## config.mk

```make
export PLATFORM = sky130hd
export DESIGN_NAME = qsn_right_pipe
export DESIGN_NICKNAME = d
export VERILOG_FILES = /design/src/rtl/qsn_right_pipe.sv
export SDC_FILE = /design/constraint.sdc
export NUM_CORES = 1
export LEC_CHECK = 0
export CAP_MARGIN = 5
export CORE_MARGIN = 3
export CORE_UTILIZATION = 50
export DETAILED_ROUTE_END_ITERATION = 10
export PLACE_DENSITY_LB_ADDON = 0.3
export SYNTH_ARGS = -nofsm -noshare
export SYNTH_HDL_FRONTEND = slang
export SYNTH_SLANG_ARGS = --single-unit
export TNS_END_PERCENT = 30
```

## constraint.sdc

```tcl
create_clock -name sys_clk -period 1.5 [get_ports sys_clk]
set_clock_uncertainty 0.05 [all_clocks]
set_input_delay 0.3 -clock sys_clk [delete_from_list [all_inputs] [get_ports sys_clk]]
set_output_delay 0.3 -clock sys_clk [all_outputs]
set_load 0.02 [all_outputs]
```

## src/rtl/qsn_right_pipe.sv

```systemverilog
// Pipelined right cyclic shifter for the QC-LDPC network: rotates Z lanes of W bits right
// by in_sel mod Z, one register stage per shift bit, valid/ready with global stall.
module qsn_right_pipe #(
    parameter int unsigned Z  = 3,
    parameter int unsigned W  = 4,
    parameter int unsigned SW = 2
) (
    input  logic              sys_clk,
    input  logic              rstn,
    input  logic [Z*W-1:0]    in_data,
    input  logic [SW-1:0]     in_sel,
    input  logic              in_valid,
    output logic              in_ready,
    output logic [Z*W-1:0]    out_data,
    output logic              out_valid,
    input  logic              out_ready
);

    localparam int unsigned DW = Z * W;

    // Lane i of the result takes lane (i - r) mod Z of the source.
    function automatic logic [DW-1:0] rot_right(input logic [DW-1:0] v, input int unsigned r);
        logic [DW-1:0] res;
        res = '0;
        for (int unsigned i = 0; i < Z; i++) begin
            res[i*W +: W] = v[((i + Z - r) % Z)*W +: W];
        end
        return res;
    endfunction

    logic [SW-1:0]          sel_norm_c;
    logic                   stall_c;

    logic [SW-1:0][DW-1:0]  data_q, data_d;
    logic [SW-1:0][SW-1:0]  sel_q,  sel_d;
    logic [SW-1:0]          vld_q,  vld_d;

    // in_sel never exceeds 2Z-1, so a single conditional subtract yields in_sel mod Z.
    assign sel_norm_c = (in_sel >= SW'(Z)) ? (in_sel - SW'(Z)) : in_sel;

    assign stall_c   = out_valid & ~out_ready;
    assign in_ready  = ~stall_c;
    assign out_data  = data_q[SW-1];
    assign out_valid = vld_q[SW-1];

    for (genvar k = 0; k < SW; k++) begin : g_stage
        localparam int unsigned ROT = (1 << k) % Z;

        logic [DW-1:0] src_data_c;
        logic [SW-1:0] src_sel_c;
        logic          src_vld_c;

        if (k == 0) begin : g_first
            assign src_data_c = in_data;
            assign src_sel_c  = sel_norm_c;
            assign src_vld_c  = in_valid;
        end else begin : g_rest
            assign src_data_c = data_q[k-1];
            assign src_sel_c  = sel_q[k-1];
            assign src_vld_c  = vld_q[k-1];
        end

        assign data_d[k] = src_sel_c[k] ? rot_right(src_data_c, ROT) : src_data_c;
        assign sel_d[k]  = src_sel_c;
        assign vld_d[k]  = src_vld_c;
    end

    // All stages advance together; a stall freezes the whole pipe.
    always_ff @(posedge sys_clk or posedge rstn) begin
        if (rstn) begin
            data_q <= '0;
            sel_q  <= '0;
            vld_q  <= '0;
        end else if (!stall_c) begin
            data_q <= data_d;
            sel_q  <= sel_d;
            vld_q  <= vld_d;
        end
    end

endmodule

```

==> flow_metrics.py <==
metrics = {
    "grt": {
        "grt_overflow": 0,
        "grt_pass1_vias": 797,
        "grt_usage_pct": 13.4,
        "antenna_found_initial": 0,
        "grt_max_degree": 52,
        "grt_pass1_wl_microns": 3440,
    },
    "detailed_routing": {
        "vias": 871,
        "vias_per_cell": 4.98,
        "met1_length_microns": 984,
        "post_drt_wl_per_cell_microns": 11.7,
        "drtPass1Iterations": 4,
        "ant_nets": 0,
        "top_layer_used": "met4",
        "route.met2.wl_microns": 903,
        "drt_iter0_markers": 19,
        "dr_wl_met3_microns": 134,
        "drt_wl_total_microns": 2050,
        "drcViolationCount": 0,
    },
    "sta": {
        "rsz0062_at_grt": "no",
        "drv_slew": 0,
        "fmax_ghz": 0.698,
        "finalSetupViolations": 0,
        "setup_slack_ns": 0.0664,
        "finalCritPeriodShare_pct": 95.6,
        "setup_tns_ns": 0,
        "post-route-min-period_ns": 1.43,
        "timing.hold.ws_ns": 0.272,
        "finalHoldViolCount": 0,
        "worst_pin_slew_ns": 0.434,
        "relSlewSlack_pct": 71.1,
    },
    "synth": {
        "netlist_area_sq_um": 1310,
        "synth_top_area_share_pct": 51.8,
        "synth.distinct_cells": 14,
        "synthTopCellsByArea": "dfrtp_1, mux2i_1, o21ai_1, nand2_1, buf_6",
        "synth_common_cells": "dfrtp_1, nand2_1, o21ai_1",
        "synth.yosys.seq_area_share_pct": 51.8,
        "synth_cells": 117,
        "yosysMostFrequentCell": "dfrtp_1",
        "async_flop_share_pct": 100,
        "synth.ff_latch_count": 27,
        "yosys.area.top_type": "dfrtp_1",
        "ys_warn_count": 0,
        "synthMuxAreaShare_pct": 19.6,
        "synth-xor-area-share_pct": 0,
        "synth_simple_gate_area_share_pct": 10.4,
        "synth_compound_area_share_pct": 9.59,
        "synth_fa_ha_area_share_pct": 0,
        "syn_area_per_cell_sq_um": 11.2,
        "synth_top_family_by_area": "multiplexers",
        "syn_nets": 135,
        "synth_edf_count": 0,
        "synthFlopType": "dfrtp_1",
    },
    "clocking": {
        "cts.clk_slew.worst_paths_ns": 0.13,
        "cts_root_buffer": "clkbuf_4",
        "cts.sinks": 27,
        "clockBufferDepth": 2,
        "hold_buffers": 0,
        "htreeDepth": 1,
        "clkLatencyLatePin_ns": 0.32,
        "cts_buffers": 3,
        "cts_tree": "yes",
    },
    "run_status": {
        "outcome": "finished, final reports clean",
    },
    "place": {
        "place.gp.congestion": 0.712,
        "portBuffers": 31,
        "dp_hpwl_microns": 1560,
        "place_area_sq_um": 1570,
        "pre_cts_ws_ns": -0.382,
    },
    "floorplanning": {
        "initial_core_util_pct": 55.8,
        "row_count": 17,
        "ios": 32,
        "die_x_microns": 57.1,
        "core_sq_um": 2340,
        "die_area_sq_um": 3260,
        "die_h_microns": 57.1,
    },
    "final_layout": {
        "layout-area-overhead-vs-synth_pct": 21.2,
        "stdcell_area_sq_um": 1580,
        "antennaDiodeCount": 0,
        "drive_above_1_share_pct": 7.48,
        "fin_util_pct": 67.6,
        "nets": 166,
    },
    "worst_hold_path": {
        "hold_class": "primary input to async pin",
    },
    "setup_path": {
        "required_ns": 1.15,
        "reg2regPathDepth": 3,
        "crit_type": "primary input to primary output",
        "critPathLaunchType": "primary input",
        "cp_max_fo": 2,
        "worstSetupEndpointType": "primary output",
        "worstPathArrival_ns": 1.08,
    },
    "power": {
        "p_leak_nw": 0.757,
        "peakVddDrop_v": 0.000675,
        "p_per_area_nw_per_um2": 1110,
    },
    "job": {
        "maxCapViolations": 0,
    },
}
-- metal layers --
metal	global-route usage, %	up-vias
met1	17.5	388
met5	0	-
li1	-	454
met4	5.96	0
met3	2.94	2
met2	21.2	27
-- through the flow --
stage	instances	power (mW)
2_1_floorplan	117	1.31
3_3_place_gp	171	1.52
3_5_place_dp	171	1.54
4_1_cts	175	1.78
5_1_grt	175	1.87
6_report	175	1.76
-- state kept, by name, indices dropped and copies added (netlist names) --
| signal | flops |
|---|---|
| g_stage.src_data_c | 12 |
| out_data | 12 |
| vld_q | 2 |
| g_stage.src_sel_c | 1 |
-- area by class of cell --
cell class | instances | area, sq um
timing repair buffer | 35 | 322
multi-input combinational | 79 | 515
clock buffer | 4 | 26.3
inverter | 2 | 7.51
sequential | 27 | 676
fill | 196 | 758
tap | 28 | 35.0
-- power breakdown --
part | internal, mW | switching [mW] | leakage, nW | total [mW]
clock network | 0.104 | 0.200 | 0.0150 | 0.304
registers | 0.858 | 0.0732 | 0.327 | 0.931
logic | 0.238 | 0.289 | 0.415 | 0.527
total | 1.20 | 0.562 | 0.757 | 1.76
-- critical path, stage by stage --
cell and delay (ns):
clkdlybuf4s50_1 0.44, nor2b_4 0.12, inv_1 0.06, buf_4 0.15
-- cell usage in the layout, fill, tap and decap left out --
cell type	Yosys	routed
dfrtp_1	27	27
nand2_1	25	25
o21ai_1	25	25
mux2i_1	24	24
clkdlybuf4s50_1	0	17
dlygate4sd2_1	0	13
buf_4	2	5
clkbuf_4	0	3
inv_1	2	2
nor2b_4	1	1
nand2b_4	1	1
mux2_4	1	1
nand2b_1	1	1
or2b_1	1	1
clkbuf_1	0	1
-- kinds of logic after synthesis --
kind of cell           count (synthesis)
AOI/OAI and AO/OA                     25
buffers and inverters                 11
and+or+nand+nor                       29
DFF                                   27
muxes                                 25
-- worst paths after layout --
check | start | to | slack (ns)
worst min-delay path | rstn | out_data[0] | 0.27
worst min register to register | vld_q[0] | vld_q[1] | 0.44
min in group sys_clk | vld_q[0] | vld_q[1] | 0.44
max in group asynchronous | rstn | out_data[2] | 0.89
worst max-delay path | out_ready | in_ready | 0.07
worst max register to register | vld_q[1] | vld_q[0] | 0.12
-- timing repair --
| item | 4_1_cts | 5_1_grt |
|---|---|---|
| setup buffers | 0 | 0 |
| endpoints found under the setup margin | 14 | 1 |
| gates resized for setup | 17 | 1 |
| pin swaps | 0 | 0 |
Note: power is estimated with default switching activity, not from simulation.
==> edit 1: new RTL, config.mk and constraints unchanged <==
Set the parameter `W` to 6 (it was 4).
--- a/src/rtl/qsn_right_pipe.sv
+++ b/src/rtl/qsn_right_pipe.sv
@@ -2,7 +2,7 @@
 // by in_sel mod Z, one register stage per shift bit, valid/ready with global stall.
 module qsn_right_pipe #(
     parameter int unsigned Z  = 3,
-    parameter int unsigned W  = 4,
+    parameter int unsigned W  = 6,
     parameter int unsigned SW = 2
 ) (
     input  logic              sys_clk,
Ports: changed (resized in_data and out_data); port bits go from 32 to 44. The function was not compared with the original's and may differ.
==> edit 1 against the unedited design <==
  * Synthesized area up 40%
  * Design area up 47%
  * Routed wire length up 75%
  * Worst setup slack better by 0.0055 ns
  * Sequential cell count up 12
  * Utilization down 0.20 points
  * Total power up 59%
  * Sequential power up 46%
  * Highest routed layer unchanged
==> edit 1: results (changes against the unedited design) <==
{| class="wikitable"
! Metric !! Value
|-
| Share of post-route cells with drive strength above 1 || 8.06% (+0.57 points)
|-
| CTS HTree Levels || 2 (+1)
|-
| Worst-path clk slew || 0.08 ns (-0.05 ns)
|-
| Worst Reg-to-Reg Cells || 4 (+1)
|-
| Met2 global-route usage || 29.4% (+8.2 points)
|-
| GRT met3 Usage || 5.73% (+2.8 points)
|-
| Met1 routing resource usage after global routing || 22.0% (+4.5 points)
|-
| Post-placement cell count || 249 (+46%)
|-
| Wire length of the first global-routing pass || 5.91 mm (+72%)
|-
| Crit path DAT || 1.08 ns (about the same)
|-
| R2R Setup Slk || 0.15 ns (+0.03 ns)
|-
| Layout fillers || 297 (+52%)
|-
| Number of buffers added by the clock tree synthesis step || 5 (+2)
|-
| VDD IR-drop max || 0.607 mV (-10%)
|-
| Worst reg2reg endpoint || g_stage[1].src_data_c[10]$_DFFE_PP0N_
|-
| Number of global-route vias before repair || 1261 (+58%)
|-
| Final HPWL DP || 2.67 mm (+71%)
|-
| Leakage || 1.09 nW (+44%)
|-
| Vias/cell || 5.06 (+1.7%)
|-
| Detailed router's first-iteration violation count || 49 (+30)
|-
| Transition time at the pin with the least slew margin || 0.305 ns (-0.129 ns)
|-
| WL final || 3.57 mm (+75%)
|-
| Clk_lat worst skew || 0.29 ns (-0.03 ns)
|-
| Largest net degree at the start of global routing || 46 (-12%)
|-
| Gp weighted congestion || 0.764 (+7.3%)
|-
| Final #Nets || 234 (+41%)
|-
| Commonest cells in the netlist || sky130_fd_sc_hd__dfrtp_1, sky130_fd_sc_hd__nand2_1, sky130_fd_sc_hd__mux2i_1
|-
| Number of distinct library cell variants in the gate-level netlist after synthesis || 16 (+2)
|-
| Internal power consumption || 0.00189 W (+58%)
|-
| Quantity of I/O buffers inserted on ports || 43 (+39%)
|-
| Post-place setup slack || -0.384 ns (-0.00183 ns)
|-
| Number of cells in the finished layout apart from fillers || 257 (+47%)
|-
| Sequential element share of the synthesized area || 53.3% (+1.5 points)
|-
| Total routing usage reported by global routing || 18.0% (+4.6 points)
|-
| Post-detailed-placement cell area || 2250 sq um (+43%)
|-
| Syn nets || 192 (+42%)
|-
| Synth area leaders || sky130_fd_sc_hd__dfrtp_1, sky130_fd_sc_hd__mux2i_1, sky130_fd_sc_hd__nand2_1, sky130_fd_sc_hd__o21ai_0, sky130_fd_sc_hd__o21ai_1
|-
| Clock root buffer || sky130_fd_sc_hd__clkbuf_8
|-
| Status || complete, no violations
|-
| Number of cells produced by synthesis || 168 (+44%)
|}
## edit 1: cells by family (layout without fill, tap and decap cells)
kind of cell / Yosys count / count (layout) / synth area share [%]
flops: 39 / 39 / 53.3
compound gates: 37 / 37 / 10.1
buf+inv: 14 / 57 / 6.69
mux: 37 / 37 / 20.3
simple gates: 41 / 41 / 9.63
## edit 1: what timing repair did
action | 4_1_cts | 5_1_grt
resized for setup | 24 | 1
buffers inserted | 0 | 0
setup endpoints to repair | 37 | 17
## edit 1: through the flow
stage | utilization, % | TNS, ns | hold WS, ns
after floorplan | - | 0 | 0.378
after global placement | 65.4 | -6.63 | 0.397
after detailed placement | 65.4 | -7.95 | 0.420
after CTS | 67.3 | 0 | 0.333
after global routing | 67.4 | 0 | 0.349
final | 67.4 | 0 | 0.325
## edit 1: worst register-to-register path, stage by stage, from the launching register on
cell	delay, ns
sky130_fd_sc_hd__dfrtp_1	0.36
sky130_fd_sc_hd__nor2b_4	0.16
sky130_fd_sc_hd__buf_6	0.28
sky130_fd_sc_hd__buf_6	0.26
sky130_fd_sc_hd__o21ai_0	0.13
## edit 1: worst max path at each step
stage / from / cells after the start / slack, ns / to
final: out_ready / 4 / 0.07 / in_ready
after global routing: out_ready / 6 / 0.004 / g_stage[1].src_data_c[14]$_DFFE_PP0N_
after CTS: out_ready / 5 / 0.02 / g_stage[1].src_data_c[10]$_DFFE_PP0N_
after detailed placement: out_ready / 5 / -0.38 / g_stage[1].src_data_c[10]$_DFFE_PP0N_
after global placement: out_ready / 4 / -0.36 / in_ready
after floorplan: vld_q[1]$_DFFE_PP0N_ / 3 / 0.21 / vld_q[0]$_DFFE_PP0N_
## edit 1: layer usage
| metal | part of all wire [%] | vias up |
|---|---|---|
| met5 | 0 | - |
| met4 | 1.9 | 0 |
| met3 | 5.7 | 6 |
| met2 | 49 | 39 |
| met1 | 44 | 603 |
| li1 | - | 653 |
## edit 1: cell type report
class | count | area share, %
inverter | 2 | 0.324
tap | 46 | 2.48
sequential | 39 | 42.1
clock buffer | 5 | 2.97
timing repair buffer | 47 | 19.5
clock inverter | 3 | 0.863
multi-input combinational | 115 | 31.8
## edit 1: power groups by stage
| stage | clock network [W] | logic [W] | registers [W] |
|---|---|---|---|
| after floorplan | 0 | 0.000343 | 0.00151 |
| after global placement | 0 | 0.000814 | 0.00137 |
| after detailed placement | 0 | 0.000839 | 0.00139 |
| after CTS | 0.000710 | 0.000758 | 0.00136 |
| after global routing | 0.000762 | 0.000825 | 0.00139 |
| final | 0.000693 | 0.000751 | 0.00136 |
==> edit 2: new RTL, config.mk and constraints unchanged <==
Without the edit above. Reset style: synchronous (`rstn`), changed in one clocked block.
--- a/src/rtl/qsn_right_pipe.sv
+++ b/src/rtl/qsn_right_pipe.sv
@@ -66,7 +66,7 @@
     end
 
     // All stages advance together; a stall freezes the whole pipe.
-    always_ff @(posedge sys_clk or posedge rstn) begin
+    always_ff @(posedge sys_clk) begin
         if (rstn) begin
             data_q <= '0;
             sel_q  <= '0;
Formal check against the unedited RTL: differs if rstn is asserted again (counterexample within 4 cycles, from zero or initial values and one cycle with rstn high); with rstn held inactive, the same outputs for 10 cycles.
==> edit 2 against the unedited design <==
  * Highest routed layer unchanged
  * Routed wire length is 10% higher
  * Critical path depth unchanged
  * Worst setup slack got worse by 0.017 ns
  * Sequential share of layout area decreased by 7.3 points
  * Largest cell class is now multi-input gates
  * Via count increased by 9.8%
  * Critical endpoint unchanged
  * Design area down 3.5%
  * Die area is 7.4% lower
  * Largest power group unchanged
  * Total power fell by 21%
  * Synthesized cell count rose by 3.4%
  * Sequential cell count stayed put
  * Synthesized area is 8.2% lower
  * Final cell count increased by 1.7%
==> edit 2: results (changes against the unedited design) <==
{| class="wikitable"
! Metric !! Value
|-
| Post-place setup slack || -0.384 ns (-0.00195 ns)
|-
| Largest net degree at the start of global routing || 51 (-1.9%)
|-
| Worst reg2reg endpoint || g_stage[1].src_data_c[5]$_SDFFE_PP0N_
|-
| Power share of the clock group || 23.6% (+6.3 points)
|-
| Number of distinct library cell variants in the gate-level netlist after synthesis || 15 (+1)
|-
| Path category of the worst min-delay check || flop to flop
|-
| Switching power total || 0.000388 W (-31%)
|-
| Clock root buffer || sky130_fd_sc_hd__clkbuf_4
|-
| Wire length of the first global-routing pass || 3.53 mm (+2.8%)
|-
| Post-placement cell count || 174 (+1.8%)
|-
| Synth area leaders || sky130_fd_sc_hd__dfxtp_1, sky130_fd_sc_hd__mux2i_1, sky130_fd_sc_hd__a211oi_1, sky130_fd_sc_hd__nor2_1, sky130_fd_sc_hd__buf_2
|-
| Leakage || 0.694 nW (-8.4%)
|-
| Gp weighted congestion || 0.686 (-3.6%)
|-
| Routed length on met2 || 1.13 mm (+25%)
|-
| GRT met3 Usage || 3.22% (+0.28 points)
|-
| Met3 routed wirelength || 84 microns (-37%)
|-
| Share of flip-flops with an asynchronous set or reset after synthesis || 0% (-100 points)
|-
| Met1 wire length || 1.01 mm (+2.7%)
|-
| Fin Hold WS || 0.425 ns (+0.153 ns)
|-
| Switching part of the total || 27.7% (-4.2 points)
|-
| Number of cells produced by synthesis || 121 (+3.4%)
|-
| Drt first pass iters || 2 (-2)
|-
| Final period demand of the worst path || 1.45 ns (+0.0168 ns)
|-
| Met1 routing resource usage after global routing || 19.6% (+2.1 points)
|-
| Overall via count from detail_route || 956 (+9.8%)
|-
| R2R Setup Slk || 0.23 ns (+0.11 ns)
|-
| Most used flip-flop cell after synthesis || sky130_fd_sc_hd__dfxtp_1
|-
| Post-detailed-placement cell area || 1510 sq um (-3.8%)
|-
| Detailed router's first-iteration violation count || 9 (-10)
|-
| Commonest cells in the netlist || sky130_fd_sc_hd__dfxtp_1, sky130_fd_sc_hd__nor2_1, sky130_fd_sc_hd__a211oi_1, sky130_fd_sc_hd__mux2i_1, sky130_fd_sc_hd__buf_2
|-
| Layout fillers || 201 (+2.6%)
|-
| Final HPWL DP || 1.66 mm (+6.2%)
|-
| Met2 global-route usage || 28.7% (+7.5 points)
|-
| Syn nets || 139 (+3.0%)
|-
| Worst-path clk slew || 0.15 ns (+0.02 ns)
|-
| Status || complete, no violations
|-
| Vias/cell || 5.37 (+7.9%)
|-
| Endpoint of the worst hold-timing path || vld_q[0]$_SDFFE_PP0N_
|-
| Combinational share of power || 18.9% (-11 points)
|-
| Number of global-route vias before repair || 818 (+2.6%)
|-
| Maximum cell stage delay along the critical path || 0.50 ns (+0.06 ns)
|-
| WL final || 2.25 mm (+10%)
|-
| Worst r2r src || vld_q[1]$_SDFFE_PP0N_
|-
| VDD IR-drop max || 0.677 mV (+0.31%)
|-
| Share of post-route cells with drive strength above 1 || 8.67% (+1.2 points)
|-
| Total routing usage reported by global routing || 16.5% (+3.2 points)
|}
edit 2: cell count changes in the layout (fill, tap and decap cells not counted), moves of 22 or more:
cell,before,now
sky130_fd_sc_hd__dfrtp_1,27,0
sky130_fd_sc_hd__nor2_1,0,26
sky130_fd_sc_hd__o21ai_1,25,0
sky130_fd_sc_hd__dfxtp_1,0,27
sky130_fd_sc_hd__a211oi_1,0,24
sky130_fd_sc_hd__nand2_1,25,3
edit 2: logic make-up after synthesis:
kind of cell	synth area share, %
mux	20.1
simple gates	12.0
buf+inv	6.90
flops	45.1
compound gates	15.9
edit 2: timing repair:
item / 4_1_cts / 5_1_grt
setup endpoints to repair: 14 / 6
hold buffers: 0 / 0
gates resized for setup: 17 / 1
endpoints found under the hold margin: 0 / 0
edit 2: area by class of cell:
class,count,area (sq um),share of cell area (%)
inverter,1,3.75,0.246
sequential,27,541,35.4
clock buffer,3,22.5,1.48
tap,28,35.0,2.30
multi-input combinational,82,574,37.6
clock inverter,1,7.51,0.492
timing repair buffer,36,343,22.5
